$ cat config.mk
export PLATFORM = sky130hd
export DESIGN_NAME = dbgapb_seq
export DESIGN_NICKNAME = d
export VERILOG_FILES = /design/src/rtl/dbgapb_seq.sv
export SDC_FILE = /design/constraint.sdc
export NUM_CORES = 1
export LEC_CHECK = 0
export ABC_CLOCK_PERIOD_IN_PS = 3700
export BUFFER_PORTS_ARGS = -buffer_cell sky130_fd_sc_hd__buf_2
export CORE_ASPECT_RATIO = 1.1
export CORE_MARGIN = 1
export CORE_UTILIZATION = 56
export DETAILED_ROUTE_END_ITERATION = 8
export PLACE_DENSITY = 0.86
export SYNTH_ARGS = -nofsm -noshare
export SYNTH_HDL_FRONTEND = slang
export SYNTH_SLANG_ARGS = --single-unit
$ cat constraint.sdc
create_clock -name pclk -period 3.7 [get_ports pclk]
set_input_delay 0.74 -clock pclk [delete_from_list [all_inputs] [get_ports pclk]]
set_output_delay 0.74 -clock pclk [all_outputs]
set_load 0.05 [all_outputs]
$ cat src/rtl/dbgapb_seq.sv
// dbgapb_seq: APB master expanding high-level debug commands into dbgapb register sequences
// Ports: pclk/presetn clock and synchronous active-low reset; cmd_* command request (accepted on
//        cmd_valid & cmd_ready); rsp_* one-cycle completion with read data and error flag;
//        psel/penable/pwrite/paddr/pstrb/pwdata/prdata/pready/pslverr APB master toward dbgapb.
module dbgapb_seq #(
  parameter int XLEN     = 64,
  parameter int POLL_MAX = 256
) (
  input  logic            pclk,
  input  logic            presetn,
  input  logic            cmd_valid,
  output logic            cmd_ready,
  input  logic [2:0]      cmd_op,
  input  logic [11:0]     cmd_addr,
  input  logic [XLEN-1:0] cmd_wdata,
  output logic            rsp_valid,
  output logic [XLEN-1:0] rsp_rdata,
  output logic            rsp_err,
  output logic            psel,
  output logic            penable,
  output logic            pwrite,
  output logic [31:0]     paddr,
  output logic [3:0]      pstrb,
  output logic [31:0]     pwdata,
  input  logic [31:0]     prdata,
  input  logic            pready,
  input  logic            pslverr
);
  localparam logic [11:0] A_DBG_EN = 12'h000, A_INST = 12'h004, A_INST_WR = 12'h008;
  localparam logic [11:0] A_WDATA_L = 12'h00C, A_WDATA_H = 12'h010, A_WDATA_WR = 12'h014;
  localparam logic [11:0] A_RDATA_L = 12'h018, A_RDATA_H = 12'h01C;
  localparam logic [11:0] I_ATTACH = 12'h001, I_RESUME = 12'h002, I_GPR_RD = 12'h010;
  localparam logic [11:0] I_GPR_WR = 12'h011, I_CSR_RD = 12'h012, I_CSR_WR = 12'h013;
  localparam logic [11:0] I_PC_RD = 12'h014, I_INSTREG_WR = 12'h020, I_EXECUTE = 12'h021;
  localparam logic [11:0] I_STATUS_RD = 12'h022;
  localparam logic W64 = (XLEN == 64);
  localparam int PW = $clog2(POLL_MAX + 1);
  typedef enum logic [1:0] {S_IDLE, S_SETUP, S_ACCESS, S_RESP} state_t;
  state_t r_state, w_next;
  logic [2:0] r_op, w_op;
  logic [11:0] r_addr, w_opc, w_a, w_mask;
  logic [63:0] r_wdata, r_rdata;
  logic [3:0] r_step, w_base, w_nstep;
  logic [PW-1:0] r_poll;
  logic [31:0] w_d;
  logic r_en, r_err, w_rd, w_wr, w_ex, w_w, w_last, w_busy, w_done, w_poll, w_halt, w_tmo;
  assign w_op   = (r_state == S_IDLE) ? cmd_op : r_op;
  assign w_rd   = (w_op == 3'd2) || (w_op == 3'd4) || (w_op == 3'd6);
  assign w_wr   = (w_op == 3'd3) || (w_op == 3'd5);
  assign w_ex   = (w_op == 3'd7);
  // Global step ladder: 0 DBG_EN, 1 WDATA_L, 2 WDATA_H, 3 WDATA_WR, 4-9 INST/INST_WR pairs
  // (command, EXECUTE, STATUS_RD), 10 RDATA_L (also the poll read), 11 RDATA_H.
  assign w_mask = {w_rd & W64, w_rd | w_ex, {4{w_ex}}, 2'b11, w_wr | w_ex, w_wr & W64, w_wr | w_ex, ~r_en};
  assign w_base = (r_state == S_IDLE) ? 4'd0 : r_step + 4'd1;
  always_comb begin
    w_nstep = 4'd0;
    w_last  = 1'b1;
    for (int k = 11; k >= 0; k--)
      if (w_mask[k] && 4'(k) >= w_base) begin
        w_nstep = 4'(k);
        w_last  = 1'b0;
      end
  end
  always_comb begin
    case (r_op)
      3'd0:    w_opc = I_ATTACH;
      3'd1:    w_opc = I_RESUME;
      3'd2:    w_opc = I_GPR_RD;
      3'd3:    w_opc = I_GPR_WR;
      3'd4:    w_opc = I_CSR_RD;
      3'd5:    w_opc = I_CSR_WR;
      3'd6:    w_opc = I_PC_RD;
      default: w_opc = I_INSTREG_WR;
    endcase
  end
  always_comb begin
    w_a = A_RDATA_H;
    w_w = 1'b1;
    w_d = 32'd1;
    case (r_step)
      4'd0:              w_a = A_DBG_EN;
      4'd1:              begin w_a = A_WDATA_L; w_d = r_wdata[31:0]; end
      4'd2:              begin w_a = A_WDATA_H; w_d = r_wdata[63:32]; end
      4'd3:              w_a = A_WDATA_WR;
      4'd4, 4'd6, 4'd8:  begin
        w_a = A_INST;
        w_d = {4'b0, r_addr, 4'b0, (r_step == 4'd4) ? w_opc : (r_step == 4'd6) ? I_EXECUTE : I_STATUS_RD};
      end
      4'd5, 4'd7, 4'd9:  w_a = A_INST_WR;
      4'd10:             begin w_a = A_RDATA_L; w_w = 1'b0; w_d = '0; end
      default:           begin w_w = 1'b0; w_d = '0; end
    endcase
  end
  assign w_busy  = (r_state == S_SETUP) || (r_state == S_ACCESS);
  assign psel    = w_busy;
  assign penable = (r_state == S_ACCESS);
  assign pwrite  = w_busy & w_w;
  assign paddr   = w_busy ? {20'b0, w_a} : 32'b0;
  assign pwdata  = pwrite ? w_d : 32'b0;
  assign pstrb   = pwrite ? 4'hF : 4'h0;
  assign cmd_ready = (r_state == S_IDLE);
  assign rsp_valid = (r_state == S_RESP);
  assign rsp_err   = rsp_valid & r_err;
  assign rsp_rdata = rsp_valid ? r_rdata[XLEN-1:0] : '0;
  assign w_done = (r_state == S_ACCESS) && pready;
  assign w_poll = w_ex && (r_step == 4'd10);
  assign w_halt = prdata[1];
  // This read is the last one allowed when it would bring the count to POLL_MAX.
  assign w_tmo  = (r_poll == PW'(POLL_MAX - 1));
  always_comb begin
    w_next = r_state;
    case (r_state)
      S_IDLE:   w_next = cmd_valid ? S_SETUP : S_IDLE;
      S_SETUP:  w_next = S_ACCESS;
      S_ACCESS: if (pready) w_next = (pslverr || (w_poll ? (w_halt || w_tmo) : w_last)) ? S_RESP : S_SETUP;
      default:  w_next = S_IDLE;
    endcase
  end
  always_ff @(posedge pclk) r_state <= presetn ? w_next : S_IDLE;
  always_ff @(posedge pclk)
    if (!presetn) begin
      r_en    <= 1'b0;
      r_err   <= 1'b0;
      r_poll  <= '0;
      r_step  <= '0;
      r_op    <= '0;
      r_addr  <= '0;
      r_wdata <= '0;
      r_rdata <= '0;
    end else if (r_state == S_IDLE && cmd_valid) begin
      r_op    <= cmd_op;
      r_addr  <= cmd_addr;
      r_wdata <= 64'(cmd_wdata);
      r_step  <= w_nstep;
      r_poll  <= '0;
      r_err   <= 1'b0;
      r_rdata <= '0;
    end else if (w_done) begin
      if (pslverr) begin
        r_err   <= 1'b1;
        r_rdata <= '0;
      end else begin
        if (r_step == 4'd0) r_en <= 1'b1;
        if (w_rd && r_step == 4'd10) r_rdata[31:0] <= prdata;
        if (w_rd && r_step == 4'd11) r_rdata[63:32] <= prdata;
        if (w_poll && !w_halt) begin
          r_poll <= r_poll + 1'b1;
          r_err  <= w_tmo;
        end
        r_step <= w_poll ? r_step : w_nstep;
      end
    end
endmodule

==> impl_metrics.env, run 1 <==
export IMPL_clk_path_buf_depth=2
export IMPL_timing_fmax_mhz=296.5
export IMPL_start_util=0.5807
export IMPL_dieHeight_um=128.2
export IMPL_post_route_cell_area_mm2=0.009678
export IMPL_ant_nets=0
export IMPL_syn_area_mm2=0.008109
export IMPL_synth_seq_cells=160
export IMPL_avgSynthCellArea_um2=8.053
export IMPL_yosysWarnings=0
export IMPL_fin_ws_ns=0.3270
export IMPL_cts_buffers=17
export IMPL_skew_ns=0.005942
export IMPL_hold_viol=0
export IMPL_crit_path_start="r_step[0]$_SDFFE_PN0P_"
export IMPL_viasPerCell=5.369
export IMPL_dp_hpwl_mm=13.49
export IMPL_arrival_ns=2.63
export IMPL_synth_seq_area_share=0.3950
export IMPL_tightest_slew_ns=0.8308
export IMPL_wirelength_mm=19.78
export IMPL_worstHoldStart="r_wdata[13]$_SDFFE_PN0P_"
export IMPL_clkTransAtPathRegs_ns=0.07
export IMPL_grtUsageMet1=0.3193
export IMPL_setup_tns_final_ns=0
export IMPL_grt_pass1_wl_mm=31.66
export IMPL_rows=45
export IMPL_dp_worst_setup_slack_ns=0.6012
export IMPL_dpl_cell_count=1349
export IMPL_placed_area_mm2=0.009056
export IMPL_timing_rr_start="r_state[1]$_SDFFE_PN0P_"
export IMPL_portBuffers=224
export IMPL_slew_viol_final=0
export IMPL_top_usage_layer="met2"
export IMPL_vias=7415
export IMPL_htree_levels=4
export IMPL_num_nets_final=1305
export IMPL_cts_root_buffer="clkbuf_16"
export IMPL_gp_congestion=0.9364
export IMPL_grt_setup_unrepaired="no"
export IMPL_fin_cells=1381
export IMPL_status="finished, final reports clean"
export IMPL_antenna_found_initial=0
export IMPL_ys_types=67
export IMPL_synth_flop_cell="dfxtp_1"
export IMPL_die_w_um=116.7
export IMPL_grt_overflow_total=0
export IMPL_synthToLayoutAreaGrowth_pct=19.35
export IMPL_period_minus_slack_ns=3.373
export IMPL_drive_gt1_frac=0.2456
export IMPL_drv_cap=0
export IMPL_period_share=0.9116
export IMPL_worstSkewPairLatency_ns=0.43
export IMPL_fp_coreArea_mm2=0.01396
export IMPL_power_total_w=0.004448
export IMPL_cts_hold_buf=0
export IMPL_dr_pass1_iters=7
export IMPL_drcViolationCount=0
export IMPL_die_area_mm2=0.01497
export IMPL_p_per_area_mw_per_mm2=459.6
export IMPL_grt_pass1_vias=6826
export IMPL_hp_class="register to register"
export IMPL_grt_use_total=0.2679
export IMPL_p_leak_nw=4.146
export IMPL_synth_edf_count=0
export IMPL_io_pins=254
export IMPL_crit_path_end_kind="output port"
export IMPL_worstPathRequired_ns=2.96
export IMPL_wl_per_cell_um=14.33
export IMPL_clock_sinks=160
export IMPL_mostFrequentLayoutCell="buf_2"
export IMPL_drt_iter0_markers=624
export IMPL_grt_max_degree=85
export IMPL_grt_util_met2=0.4514
export IMPL_path_class="register to output port"
export IMPL_max_slew_margin=0.4461
export IMPL_tritoncts="built"
export IMPL_synthArstFlopShare=0
export IMPL_start_kind="register"
export IMPL_cp_max_fo=13
export IMPL_diodes=0
export IMPL_final_cell_mix="224 x buf_2, 176 x nand2_1, 159 x dfxtp_1"
export IMPL_grtUsageMet3=0.07707
export IMPL_setup_viol=0
export IMPL_ir_drop_mv=0.3054
export IMPL_syn_inst=1007
==> stage by stage <==
step	hold WS [ns]	util
5_1_grt	0.4686	0.6931
2_1_floorplan	0.4357	-
3_3_place_gp	0.4416	0.6486
6_report	0.4555	0.6931
4_1_cts	0.4555	0.6929
3_5_place_dp	0.4460	0.6486
==> where the power goes <==
part           total (W)  switching (W)  internal [W]  leakage [nW]
combinational   0.000748       0.000527      0.000221          2.55
clock            0.00183       0.000737       0.00110         0.298
sequential       0.00187      0.0000631       0.00180          1.30
==> logic make-up (layout without fill, tap and decap cells) <==
group / Yosys count / count (layout) / share of synthesized area
buffers and inverters: 125 / 283 / 0.08795
and+or+nand+nor: 447 / 447 / 0.2608
other: 1 / 29 / 0.0004624
muxes: 65 / 65 / 0.08023
adders and majority gates: 9 / 9 / 0.01389
AOI/OAI and AO/OA: 190 / 190 / 0.1509
DFF: 160 / 160 / 0.3950
xor gates and xnor gates: 10 / 10 / 0.01080
==> routing by layer <==
metal / routed length, um / vias up
met5: 0 / -
met4: 436 / 0
met3: 1685 / 38
met2: 9506 / 330
met1: 8156 / 3392
li1: - / 3655
==> state kept, by name (all words and copies together) (netlist names) <==
name,count
r_rdata,64
r_wdata,64
r_addr,12
r_poll,9
r_step,4
r_op,3
r_state,2
r_en,1
r_err,1
==> Yosys cell counts, types with 5 or more instances <==
cell | instances | area share
xor2_1 | 7 | 0.0076
dfxtp_1 | 160 | 0.40
a222oi_1 | 14 | 0.017
and2b_1 | 30 | 0.028
nand2_1 | 178 | 0.082
buf_2 | 5 | 0.0031
buf_12 | 6 | 0.015
and2_1 | 69 | 0.053
ha_1 | 9 | 0.014
a21oi_1 | 105 | 0.065
inv_1 | 13 | 0.0060
nand3_1 | 5 | 0.0031
nor2_1 | 123 | 0.057
a22oi_1 | 16 | 0.015
o21ai_0 | 15 | 0.0093
mux2i_1 | 65 | 0.080
clkbuf_1 | 64 | 0.030
buf_4 | 33 | 0.031
nor2b_1 | 8 | 0.0062
==> what timing repair did <==
item                                    CTS  global route
setup buffers                             0             0
gates resized for setup                   0             2
endpoints found under the setup margin    0            13
hold endpoints to repair                  0             0
==> worst paths after layout <==
check	to	slack, ns	cells after the start
min	r_wdata[13]$_SDFFE_PN0P_	0.46	2
max	pwdata[25]	0.33	8
min reg2reg	r_wdata[13]$_SDFFE_PN0P_	0.46	2
max reg2reg	r_rdata[15]$_SDFFE_PP0P_	0.76	9
==> worst max-delay path, cell delays in order, from the launching register on <==
cell and delay [ns]:
dfxtp_2 0.43, inv_1 0.12, ha_1 0.34, nor2_1 0.20, nor2_1 0.08, a22o_2 0.39
a222oi_1 0.33, nor2_1 0.08, buf_2 0.22
==> area by class of cell <==
class	count	area (um2)
clock buffers	19	442.9
clock inverters	13	176.4
fillers	1139	4285
inverters	14	52.55
multi-input cells	750	4310
flip-flops and latches	160	3204
well taps	188	235.2
repair buffers	237	1256
No activity file was read; power rests on OpenSTA's default activity.
==> run 2: changes to the inputs <==
- RECOVER_POWER: unset -> 25
==> impl_metrics.env, run 2 (synthesized netlist as in run 1, its figures left out) <==
export IMPL_cts_root_buffer="clkbuf_16"
export IMPL_fillCellCount=1142
export IMPL_rows=45
export IMPL_p_leak_nw=4.141
export IMPL_wl_per_cell_um=14.34
export IMPL_start_util=0.5807
export IMPL_violations="capacitance limit, slew limit"
export IMPL_final_util=0.6927
export IMPL_synthToLayoutAreaGrowth_pct=19.27
export IMPL_worstPathRequired_ns=2.96
export IMPL_grt_pass1_vias=6826
export IMPL_antenna_found_initial=0
export IMPL_seq_power_share=0.420
export IMPL_period_share=0.9136
export IMPL_cts_buffers=17
export IMPL_setup_viol=0
export IMPL_worstSkewPairLatency_ns=0.43
export IMPL_drcViolationCount=0
export IMPL_setup_tns_final_ns=0
export IMPL_postCtsSetupBuffers=0
export IMPL_arrival_ns=2.64
export IMPL_start_kind="register"
export IMPL_gp_congestion=0.9364
export IMPL_hp_class="register to register"
export IMPL_dr_pass1_iters=5
export IMPL_status="complete, but fails checks"
export IMPL_die_area_mm2=0.01497
export IMPL_max_slew_margin=-0.08941
export IMPL_p_sw_w=0.001326
export IMPL_dp_worst_setup_slack_ns=0.6012
export IMPL_cp_max_fo=13
export IMPL_io_pins=254
export IMPL_hold_end="r_wdata[13]$_SDFFE_PN0P_"
export IMPL_rrSetupSlack_ns=0.78
export IMPL_period_minus_slack_ns=3.380
export IMPL_skew_ns=0.005659
export IMPL_timing_fmax_mhz=295.8
export IMPL_die_w_um=116.7
export IMPL_timing_rr_start="r_state[1]$_SDFFE_PN0P_"
export IMPL_num_nets_final=1305
export IMPL_tightest_slew_ns=1.634
export IMPL_mostFrequentLayoutCell="buf_2"
export IMPL_comb_power_share=0.168
export IMPL_swShare=0.2982
export IMPL_grt_max_degree=85
export IMPL_dp_hpwl_mm=13.49
export IMPL_grt_pass1_wl_mm=31.66
export IMPL_slew_viol_final=83
export IMPL_p_per_area_mw_per_mm2=459.7
export IMPL_reg2reg_depth=9
export IMPL_crit_path_end_kind="output port"
export IMPL_final_cell_mix="223 x buf_2, 177 x nand2_1, 159 x dfxtp_1"
export IMPL_diodes=0
export IMPL_power_frac_clock=0.412
export IMPL_ant_nets=0
export IMPL_grt_setup_unrepaired="no"
export IMPL_fp_coreArea_mm2=0.01396
export IMPL_hold_viol=0
export IMPL_drive_gt1_frac=0.2439
export IMPL_path_class="register to output port"
export IMPL_worstHoldStart="r_wdata[13]$_SDFFE_PN0P_"
export IMPL_hold_depth=2
export IMPL_wirelength_mm=19.80
export IMPL_reg_top3="r_rdata (64), r_wdata (64), r_addr (12)"
export IMPL_vias=7412
export IMPL_clock_sinks=160
export IMPL_internal_power_w=0.003121
export IMPL_crit_reg2reg_capture="r_rdata[15]$_SDFFE_PP0P_"
export IMPL_clk_path_buf_depth=2
export IMPL_tritoncts="built"
export IMPL_drv_cap=1
export IMPL_whs_ns=0.4554
export IMPL_htree_levels=4
export IMPL_clkTransAtPathRegs_ns=0.07
export IMPL_grt_use_total=0.2679
export IMPL_drt_iter0_markers=604
export IMPL_viasPerCell=5.367
export IMPL_portBuffers=224
export IMPL_fin_ws_ns=0.3197
export IMPL_ir_drop_mv=0.3050
export IMPL_grt_overflow_total=0
export IMPL_crit_path_start="r_step[0]$_SDFFE_PN0P_"
export IMPL_dieHeight_um=128.2
-- run 2: changes by cell type in the layout (fill, tap and decap cells not counted), sizes merged --
| cell | previous run | this run |
|---|---|---|
| buf | 237 | 235 |
| clkbuf | 19 | 21 |
-- run 2: power groups by stage --
stage	Combinational, W	Sequential, W	Clock (W)
after floorplan	0.000620	0.00187	0
after global placement	0.000732	0.00190	0
after detailed placement	0.000743	0.00190	0
after CTS	0.000745	0.00186	0.00185
after global routing	0.000819	0.00188	0.00192
final	0.000746	0.00187	0.00183
-- run 2: cell type report --
cell class	count	area (um2)	share of cell area
Clock buffer	19	442.9	0.04580
Clock inverter	13	176.4	0.01824
Inverter	14	52.55	0.005433
Multi-Input combinational cell	750	4308	0.4454
Sequential cell	160	3204	0.3313
Tap cell	188	235.2	0.02432
Timing Repair Buffer	237	1252	0.1295
-- run 2: stage by stage --
step	cell area, um2	total power (W)	instances
finish	9672	0.004446	1381
global route	9672	0.004616	1381
CTS	9676	0.004460	1381
detailed placement	9056	0.002645	1349
global placement	9056	0.002633	1349
floorplan	8214	0.002493	1035
-- run 2: critical path, cell delays in order, from the launching register on --
cell	delay [ns]
dfxtp_2	0.43
inv_1	0.12
ha_1	0.34
nor2_1	0.20
nor2_1	0.08
a22o_2	0.40
a222oi_1	0.34
nor2_1	0.08
buf_2	0.22
-- run 2: how the worst max path moves through the flow --
stage                 endpoint  depth (start not counted)
CTS                 pwdata[25]                          8
detailed placement  pwdata[25]                          8
global route        pwdata[26]                          8
finish              pwdata[25]                          8
floorplan            pwdata[4]                          8
global placement    pwdata[23]                          8
-- run 2: per-layer routing --
| layer | global-route usage | part of all wire |
|---|---|---|
| met5 | 0 | 0 |
| met3 | 0.07707 | 0.087 |
| met2 | 0.4514 | 0.48 |
| met4 | 0.1042 | 0.022 |
| met1 | 0.3193 | 0.41 |
-- run 2: what timing repair did --
item | in CTS | in global routing
endpoints found under the setup margin | 0 | 13
hold buffers | 0 | 0
gates resized for setup | 0 | 2
